==> src/rtl/sfixed_dot_accum.sv <==
// -----------------------------------------------------------------------------
// sfixed_dot_accum
//
// Accumulates a stream of signed fixed-point product pairs (the x and y lanes of
// a dual multiplier) into a saturating accumulator. When the beat flagged
// in_last is accepted, the sum is rescaled to the output format, clamped, and
// held on the output port until the consumer takes it.
//
// Ports
//   clk        sole clock, rising edge
//   rst        asynchronous, active-high reset
//   in_valid   product pair present on in_x / in_y
//   in_ready   block accepts a beat this cycle (low while a result is held)
//   in_x       signed product term, Q(IN_LEFT).(IN_RIGHT)
//   in_y       signed product term, Q(IN_LEFT).(IN_RIGHT)
//   in_last    final beat of the current dot product
//   out_valid  result held on out_data / out_count / out_sat
//   out_ready  consumer takes the result
//   out_data   signed saturated result, Q(OUT_LEFT).(OUT_RIGHT)
//   out_count  beats accepted for this result (saturates at all-ones)
//   out_sat    accumulator or output clamping occurred for this result
// -----------------------------------------------------------------------------
module sfixed_dot_accum #(
    parameter int IN_LEFT   = 7,
    parameter int IN_RIGHT  = 8,
    parameter int OUT_LEFT  = 7,
    parameter int OUT_RIGHT = 8,
    parameter int ACC_GUARD = 4,
    parameter int CNT_W     = 8
) (
    input  logic                          clk,
    input  logic                          rst,
    input  logic                          in_valid,
    output logic                          in_ready,
    input  logic [IN_LEFT+IN_RIGHT:0]     in_x,
    input  logic [IN_LEFT+IN_RIGHT:0]     in_y,
    input  logic                          in_last,
    output logic                          out_valid,
    input  logic                          out_ready,
    output logic [OUT_LEFT+OUT_RIGHT:0]   out_data,
    output logic [CNT_W-1:0]              out_count,
    output logic                          out_sat
);

    localparam int IN_W  = IN_LEFT + IN_RIGHT + 1;
    localparam int ACC_W = IN_W + ACC_GUARD + 1;
    // Two extra bits hold acc + x + y without wrapping before the clamp.
    localparam int SUM_W = ACC_W + 2;
    localparam int OUT_W = OUT_LEFT + OUT_RIGHT + 1;
    localparam int SHIFT = IN_RIGHT - OUT_RIGHT;
    // Comparison width covering both the shifted accumulator and the output range.
    localparam int CMP_W = ((ACC_W > OUT_W) ? ACC_W : OUT_W) + 1;

    localparam logic signed [ACC_W-1:0] ACC_MAX = {1'b0, {(ACC_W-1){1'b1}}};
    localparam logic signed [ACC_W-1:0] ACC_MIN = {1'b1, {(ACC_W-1){1'b0}}};
    localparam logic signed [SUM_W-1:0] ACC_MAX_X = {{(SUM_W-ACC_W+1){1'b0}}, {(ACC_W-1){1'b1}}};
    localparam logic signed [SUM_W-1:0] ACC_MIN_X = {{(SUM_W-ACC_W+1){1'b1}}, {(ACC_W-1){1'b0}}};

    localparam logic [OUT_W-1:0] OUT_MAX = {1'b0, {(OUT_W-1){1'b1}}};
    localparam logic [OUT_W-1:0] OUT_MIN = {1'b1, {(OUT_W-1){1'b0}}};
    localparam logic signed [CMP_W-1:0] OUT_MAX_X = {{(CMP_W-OUT_W+1){1'b0}}, {(OUT_W-1){1'b1}}};
    localparam logic signed [CMP_W-1:0] OUT_MIN_X = {{(CMP_W-OUT_W+1){1'b1}}, {(OUT_W-1){1'b0}}};

    typedef enum logic [1:0] {
        ST_IDLE,
        ST_ACCUM,
        ST_HOLD
    } state_t;

    state_t                   r_state;
    state_t                   w_state_next;

    logic signed [ACC_W-1:0]  r_acc;
    logic [CNT_W-1:0]         r_cnt;
    logic                     r_sticky;
    logic [OUT_W-1:0]         r_out_data;
    logic [CNT_W-1:0]         r_out_count;
    logic                     r_out_sat;

    logic                     w_accept;
    logic                     w_release;
    logic signed [ACC_W-1:0]  w_acc_base;
    logic signed [SUM_W-1:0]  w_base_ext;
    logic signed [SUM_W-1:0]  w_x_ext;
    logic signed [SUM_W-1:0]  w_y_ext;
    logic signed [SUM_W-1:0]  w_sum;
    logic signed [ACC_W-1:0]  w_acc_next;
    logic                     w_acc_clamp;
    logic signed [ACC_W-1:0]  w_acc_shifted;
    logic signed [CMP_W-1:0]  w_shift_ext;
    logic [OUT_W-1:0]         w_out_next;
    logic                     w_out_clamp;
    logic [CNT_W-1:0]         w_cnt_next;

    // ------------------------------------------------------------------------
    // Control FSM
    // ------------------------------------------------------------------------
    // NOTE: state and datapath registers use non-blocking assignments so every
    // always_ff block samples the pre-edge values of the others.
    always_ff @(posedge clk or posedge rst) begin
        if (rst) begin
            r_state <= ST_IDLE;
        end else begin
            r_state <= w_state_next;
        end
    end

    // NOTE: every output of this block gets a default first, so no path through
    // the case statement leaves a signal unassigned and no latch is inferred.
    always_comb begin
        w_state_next = r_state;
        in_ready     = 1'b0;
        out_valid    = 1'b0;
        case (r_state)
            ST_IDLE: begin
                in_ready = 1'b1;
                if (in_valid) begin
                    w_state_next = in_last ? ST_HOLD : ST_ACCUM;
                end
            end
            ST_ACCUM: begin
                in_ready = 1'b1;
                if (in_valid && in_last) begin
                    w_state_next = ST_HOLD;
                end
            end
            ST_HOLD: begin
                out_valid = 1'b1;
                if (out_ready) begin
                    w_state_next = ST_IDLE;
                end
            end
            default: begin
                w_state_next = ST_IDLE;
            end
        endcase
    end

    assign w_accept  = in_valid && in_ready;
    assign w_release = out_valid && out_ready;

    // ------------------------------------------------------------------------
    // Saturating accumulate
    // ------------------------------------------------------------------------
    // A fresh dot product always starts from zero, whatever r_acc holds.
    assign w_acc_base = (r_state == ST_IDLE) ? '0 : r_acc;
    assign w_base_ext = {{(SUM_W-ACC_W){w_acc_base[ACC_W-1]}}, w_acc_base};
    assign w_x_ext    = {{(SUM_W-IN_W){in_x[IN_W-1]}}, in_x};
    assign w_y_ext    = {{(SUM_W-IN_W){in_y[IN_W-1]}}, in_y};
    assign w_sum      = w_base_ext + w_x_ext + w_y_ext;

    always_comb begin
        w_acc_next  = w_sum[ACC_W-1:0];
        w_acc_clamp = 1'b0;
        if (w_sum > ACC_MAX_X) begin
            w_acc_next  = ACC_MAX;
            w_acc_clamp = 1'b1;
        end else if (w_sum < ACC_MIN_X) begin
            w_acc_next  = ACC_MIN;
            w_acc_clamp = 1'b1;
        end
    end

    // ------------------------------------------------------------------------
    // Output rescale: arithmetic shift drops fraction bits (floor), then clamp
    // ------------------------------------------------------------------------
    assign w_acc_shifted = w_acc_next >>> SHIFT;
    assign w_shift_ext   = {{(CMP_W-ACC_W){w_acc_shifted[ACC_W-1]}}, w_acc_shifted};

    always_comb begin
        w_out_next  = w_shift_ext[OUT_W-1:0];
        w_out_clamp = 1'b0;
        if (w_shift_ext > OUT_MAX_X) begin
            w_out_next  = OUT_MAX;
            w_out_clamp = 1'b1;
        end else if (w_shift_ext < OUT_MIN_X) begin
            w_out_next  = OUT_MIN;
            w_out_clamp = 1'b1;
        end
    end

    // Beat counter sticks at all-ones; that is not reported as saturation.
    assign w_cnt_next = (r_cnt == {CNT_W{1'b1}}) ? r_cnt : r_cnt + CNT_W'(1);

    // ------------------------------------------------------------------------
    // Datapath registers
    // ------------------------------------------------------------------------
    always_ff @(posedge clk or posedge rst) begin
        if (rst) begin
            r_acc       <= '0;
            r_cnt       <= '0;
            r_sticky    <= 1'b0;
            r_out_data  <= '0;
            r_out_count <= '0;
            r_out_sat   <= 1'b0;
        end else if (w_accept) begin
            r_acc    <= w_acc_next;
            r_cnt    <= w_cnt_next;
            r_sticky <= r_sticky | w_acc_clamp;
            if (in_last) begin
                // Result is captured on the same edge that accepts the last beat.
                r_out_data  <= w_out_next;
                r_out_count <= w_cnt_next;
                r_out_sat   <= r_sticky | w_acc_clamp | w_out_clamp;
            end
        end else if (w_release) begin
            r_acc       <= '0;
            r_cnt       <= '0;
            r_sticky    <= 1'b0;
            r_out_data  <= '0;
            r_out_count <= '0;
            r_out_sat   <= 1'b0;
        end
    end

    assign out_data  = r_out_data;
    assign out_count = r_out_count;
    assign out_sat   = r_out_sat;

endmodule

==> config.mk <==
export PLATFORM = sky130hd
export DESIGN_NAME = sfixed_dot_accum
export DESIGN_NICKNAME = d
export VERILOG_FILES = /design/src/rtl/sfixed_dot_accum.sv
export SDC_FILE = /design/constraint.sdc
export NUM_CORES = 1
export LEC_CHECK = 0
export BUFFER_PORTS_ARGS = -buffer_cell sky130_fd_sc_hd__buf_2
export CAP_MARGIN = 0
export CORE_MARGIN = 2
export CORE_UTILIZATION = 53
export DETAILED_ROUTE_END_ITERATION = 7
export PLACE_DENSITY = 0.77
export SYNTH_ARGS = -nofsm -noshare
export SYNTH_HDL_FRONTEND = slang
export SYNTH_SLANG_ARGS = --single-unit
==> constraint.sdc <==
create_clock -name clk -period 11.35 [get_ports clk]
set_clock_uncertainty 0.2 [all_clocks]
set_input_delay 1.7025 -clock clk [delete_from_list [all_inputs] [get_ports clk]]
set_output_delay 1.7025 -clock clk [all_outputs]
set_load 0.1 [all_outputs]
==> impl_results.md, run 1 <==
- Max FO, Critical Path: 15
- Die Ht: 95.2 microns
- Register area: 1430 sq um
- Req. time, crit path: 11420 ps
- Initial antenna violation count: 0
- Root buffer cell: clkbuf_8
- WHS: 277 ps
- Hold_buf cts: 0
- Layout cells sized above 1: 21.7%
- Die width: 95.2 microns
- CTS tree: built
- Setup ws final: 5750 ps
- DR vias: 3769
- Area used by multi-input combinational logic: 2800 sq um
- DR WL met2: 4970 microns
- Post-route ant nets: 0
- Starting density of the core: 54.2%
- Worst hold path depth: 2
- GRT Util Overall: 25.2%
- Crit end category: register
- CTS max path bufs: 2
- Fin. Hold Viols: 0
- Routability congestion estimate from global placement: 0.886
- RSZ-0062 raised after global routing: no
- Post-place setup slack: 5470 ps
- Setup TNS: 0 ps
- Largest net degree at the start of global routing: 58
- Clock latency on the worst-skew pair: 340 ps
- Syn. warnings: 0
- Drt total wl: 10600 microns
- FFs w/ async S/R, synth: 100%
- Num rows: 33
- Number of gates resized after cts: 0
- Register area share after synthesis: 32.3%
- Worst slew pin tran: 977 ps
- First-iteration detailed-routing DRC count: 271
- Critical Path AT: 5660 ps
- Vias in the first global route: 3747
- Final setup viols: 0
- Final Max Slew Viols: 0
- Critical path class: input port to register
- Startpoint Class: input port
- Port bufs: 63
- Filler instances: 685
- Routed wire per std cell: 17.1 microns
- # Post-CTS Setup Buffers: 0
- Slew HR: 34.7%
- Status: finished clean
- EDFF count, synth: 0
- # H-tree levels: 3
- First-pass GRT wire length: 17700 microns
- Cell variety after synth: 63
- Commonest register cell after synthesis: dfrtp_1
- ANT cells: 0
- Syn nets: 538
- Syn avg cell area: 9.65 sq um
- Cts bufs inserted: 9
- Worst R2R Path Depth: 15
- Hold Path Class: register to register
- # IOs: 64
- Hpwl dp: 7960 microns
- Wire length on met1: 4820 microns
- Mapped cell area: 4410 sq um
- CTS clk-pin slew, worst paths: 60 ps
- Max Clock Freq: 179 MHz
- Seq cells post-synth: 57
- Minimum clock period: 5600 ps
- Core ar.: 8130 sq um
- Fin crit share: 49.3%
- Area growth syn-to-layout: 14.2%
- Clk sinks: 57
- # Max-Cap Violations: 0
- Detailed-route vias per instance: 6.07
- Uppermost routed layer: met4
- GRT overflow: 0
- Synth Instances: 457
- Pre-antenna DRT Iters: 5
- Routed wl met3: 653 microns
- Die Area: 9070 sq um
- Nets: 592
- Drt drc: 0
layout make-up:
type / count / share of cell area (%)
Clock buffer: 12 / 3.28
Clock inverter: 4 / 1.94
Multi-Input combinational cell: 357 / 55.6
Inverter: 19 / 1.42
Sequential cell: 57 / 28.3
Timing Repair Buffer: 67 / 6.86
Tap cell: 105 / 2.61
sequential cells by signal, indices dropped and copies added (netlist names):
| signal | count |
|---|---|
| out_data | 16 |
| out_sat | 1 |
| r_acc | 21 |
| r_sticky | 1 |
| r_cnt | 8 |
| r_state | 2 |
| out_count | 8 |
cells in the mapped netlist, types with 2 or more instances:
master | n | area, sq um
nor3_1 | 6 | 30.0
a221o_1 | 12 | 120
a31oi_1 | 8 | 50.1
o2bb2ai_1 | 14 | 123
a21o_1 | 19 | 143
a21oi_1 | 27 | 135
clkbuf_1 | 18 | 67.6
a221o_2 | 3 | 33.8
nor2b_1 | 22 | 138
o211a_1 | 2 | 20.0
o21bai_1 | 2 | 15.0
mux2i_1 | 2 | 20.0
dfrtp_1 | 57 | 1430
o21a_1 | 8 | 60.1
nand4_1 | 2 | 12.5
mux2_2 | 3 | 33.8
nand2_1 | 45 | 169
buf_6 | 2 | 22.5
ha_1 | 22 | 275
inv_1 | 19 | 71.3
o31ai_1 | 3 | 22.5
nand3_1 | 18 | 90.1
fa_1 | 22 | 440
o21ai_0 | 33 | 165
nor2_1 | 18 | 67.6
a21oi_2 | 4 | 35.0
xnor2_1 | 11 | 96.3
a211o_1 | 2 | 17.5
and3_1 | 5 | 31.3
o211ai_1 | 4 | 30.0
and2_1 | 3 | 18.8
xor2_1 | 8 | 70.1
buf_2 | 3 | 15.0
critical path: stages:
cell	delay [ps]
buf_2	70
inv_1	40
fa_1	530
inv_1	40
ha_1	220
fa_1	450
a211o_1	350
a211oi_2	320
a21oi_1	130
and2_1	200
a221oi_1	290
xnor2_1	250
nor4_2	120
nor3_2	700
a221o_2	240
metrics by stage:
step	cell area [sq um]	instances	util (%)
after global placement	4770	605	58.7
final	5040	621	61.9
after detailed placement	4770	605	58.7
after floorplan	4410	457	-
after global routing	5040	621	61.9
after CTS	5040	621	61.9
cells in the final DEF, fill, tap and decap left out, drive strengths merged, types with 4 or more instances in the layout:
cell type / n
a21o: 20
a21oi: 32
a221o: 15
a31oi: 8
and2: 4
and3: 5
buf: 67
clkbuf: 12
dfrtp: 57
fa: 22
ha: 22
inv: 19
nand2: 46
nand3: 18
nor2: 18
nor2b: 22
nor3: 7
o211ai: 4
o21a: 9
o21ai: 34
o2bb2ai: 14
o31ai: 4
xnor2: 12
xor2: 10
cells by family (layout without fill, tap and decap cells):
kind of cell | Yosys count | count (layout) | synth area share (%)
DFF | 57 | 57 | 32.3
AOI/OAI and AO/OA | 161 | 161 | 27.1
xor gates and xnor gates | 22 | 22 | 5.14
and+or+nand+nor | 125 | 125 | 13.8
adders and majority gates | 44 | 44 | 16.2
buffers and inverters | 43 | 102 | 4.17
muxes | 5 | 5 | 1.22
per-layer routing:
metal,vias up,global-route usage [%]
met5,-,0
met4,0,7.73
met3,22,5.61
met2,141,40.1
met1,1836,34.6
li1,1770,-
path summary, 6_finish.rpt:
path | slack, ps | end | startpoint
worst min register to register | 280 | r_sticky | r_sticky
max in group asynchronous | 9110 | r_cnt[7] | rst
worst min-delay path | 280 | r_sticky | r_sticky
worst max register to register | 6520 | out_data[11] | r_state[1]
min in group asynchronous | 1360 | r_acc[0] | rst
worst max-delay path | 5750 | out_data[11] | in_x[1]
Power of run 1 is not shown: default switching activity piles up to over one toggle a cycle in this logic, so the estimate is an artifact.
==> inputs of run 2 (changes only) <==
- clock period: 11.35 -> 5.7 ns (I/O delays scaled with it)
==> run 2 against run 1 <==
Utilization fell by 0.58 points. First-iteration DRC count fell by 19%. Sequential cell count did not move. Worst hold slack improved by 3.1 ps. Design area fell by 0.94%. Global-route usage fell by 0.16 points. Non-clock buffer count rose by 1. Setup slack got worse by 4900 ps. Largest cell class unchanged. Highest routed layer unchanged.
==> impl_results.md, run 2 (synthesis results as in run 1) <==
- Reg-to-reg startpoint: r_state[1]
- DR vias: 3690 (-2.1%)
- Crit end category: register
- RR Endpoint: out_data[14]
- Nets: 593 (+0.17%)
- Final Max Slew Viols: 0 (unchanged)
- Die Area: 9070 sq um (unchanged)
- Vias in the first global route: 3743 (-0.11%)
- GRT Util Overall: 25.1% (-0.16 points)
- Die Ht: 95.2 microns (unchanged)
- Post-place setup slack: 703 ps (-4760 ps)
- Starting density of the core: 54.2% (unchanged)
- CTS max path bufs: 2 (unchanged)
- Finished Core Util: 61.3% (-0.58 points)
- Worst slew pin tran: 981 ps (+4.67 ps)
- Largest net degree at the start of global routing: 58 (unchanged)
- Detailed-route vias per instance: 5.93 (-2.3%)
- Hold_buf cts: 0 (unchanged)
- Critical Path Source: r_state[1]
- Area growth syn-to-layout: 13.1%
- Initial antenna violation count: 0 (unchanged)
- Largest register by flop count: r_acc
- First-iteration detailed-routing DRC count: 219 (-19%)
- Minimum clock period: 4830 ps
- Pre-antenna DRT Iters: 4 (-1)
- Root buffer cell: clkbuf_8
- Worst hold path depth: 2 (unchanged)
- Num rows: 33 (unchanged)
- Fin crit share: 84.8%
- Port bufs: 63 (unchanged)
- Slew HR: 34.4% (-0.31 points)
- Hold_sp: r_sticky
- Critical Path AT: 4850 ps (-810 ps)
- # Post-CTS Setup Buffers: 0 (unchanged)
- Core ar.: 8130 sq um (unchanged)
- Clock latency on the worst-skew pair: 340 ps (about the same)
- # Max-Cap Violations: 0 (unchanged)
- Status: finished clean
- Max reg flops: 21 (unchanged)
- Worst R2R Path Depth: 16 (+1)
- GRT overflow: 0 (unchanged)
- First-pass GRT wire length: 17700 microns (-0.35%)
- CTS tree: built
- Req. time, crit path: 5720 ps (-5700 ps)
- Reg2reg setup slack: 870 ps (-5650 ps)
- ANT cells: 0 (unchanged)
- Layout cells sized above 1: 21.5% (-0.24 points)
- Max Clock Freq: 207 MHz
- RSZ-0062 raised after global routing: no
- Commonest non-fill, non-tap cell in the layout: buf_2
- Startpoint Class: register
- Post-route ant nets: 0 (unchanged)
- # IOs: 64 (unchanged)
- Critical path class: register to register
- Hpwl dp: 7850 microns (-1.4%)
- Routability congestion estimate from global placement: 0.901 (+1.7%)
- Max FO, Critical Path: 19 (+4)
- Fin. Hold Viols: 0 (unchanged)
- Hold Path Class: register to register
- Die width: 95.2 microns (unchanged)
- Routed wire per std cell: 17.1 microns (about the same)
- Worst Hold Path EP: r_sticky
- Final setup viols: 0 (unchanged)
- Clk sinks: 57 (unchanged)
- Drt drc: 0 (unchanged)
- Number of gates resized after cts: 0 (unchanged)
- Cts bufs inserted: 9 (unchanged)
- Drt total wl: 10700 microns (about the same)
- CTS clk-pin slew, worst paths: 70 ps (about the same)
- Setup TNS: 0 ps (unchanged)
- Most frequent cells in the layout: buf_2, dfrtp_1, nand2_1
- # H-tree levels: 3 (unchanged)
- Setup ws final: 869 ps (-4890 ps)
## run 2: changes by cell type in the layout (fill, tap and decap cells not counted), sizes merged
cell      change
clkinv        +1
clkbuf        +2
bufinv        -2
buf           +1
clkinvlp      -1
## run 2: cell type report
class                           instances  area, sq um
Fill cell                             693         3140
Multi-Input combinational cell        357         2800
Sequential cell                        57         1430
Timing Repair Buffer                   68          353
Clock buffer                           14          173
Tap cell                              105          131
Inverter                               19         71.3
Clock inverter                          2         35.0
## run 2: routing by layer
| layer | share of wire, % | vias to the layer above | track usage [%] |
|---|---|---|---|
| met2 | 47 | 94 | 40.5 |
| met4 | 1.3 | 0 | 7.73 |
| met1 | 45 | 1811 | 34.2 |
| met3 | 6.0 | 12 | 4.90 |
| met5 | 0 | - | 0 |
| li1 | - | 1773 | - |
## run 2: per-stage QoR
step	hold slack (ps)	cells	instance area, sq um
finish	281	622	4990
global route	305	622	4990
CTS	287	622	4990
detailed placement	272	606	4780
global placement	260	606	4780
floorplan	242	457	4410
## run 2: worst max-delay path, cell delays in order, from the launching register on
cell and delay [ps]:
dfrtp_1 440, nor2_1 140, buf_4 270, nor2b_1 100
fa_1 370, ha_1 220, fa_1 450, a211o_1 350
a211oi_2 310, a2111oi_2 160, o31ai_4 330, xor2_4 300
nand3_1 130, nor4_2 330, nor3_2 70, buf_4 210
a221o_2 320
## run 2: worst max path at each step
stage                   end  slack, ps
6_report       out_data[14]        870
5_1_grt        out_data[14]        580
4_1_cts        out_data[14]        880
3_5_place_dp   out_data[12]        700
3_3_place_gp   out_data[11]        790
2_1_floorplan   out_data[0]       1120
Power of run 2 is left out for the same reason.
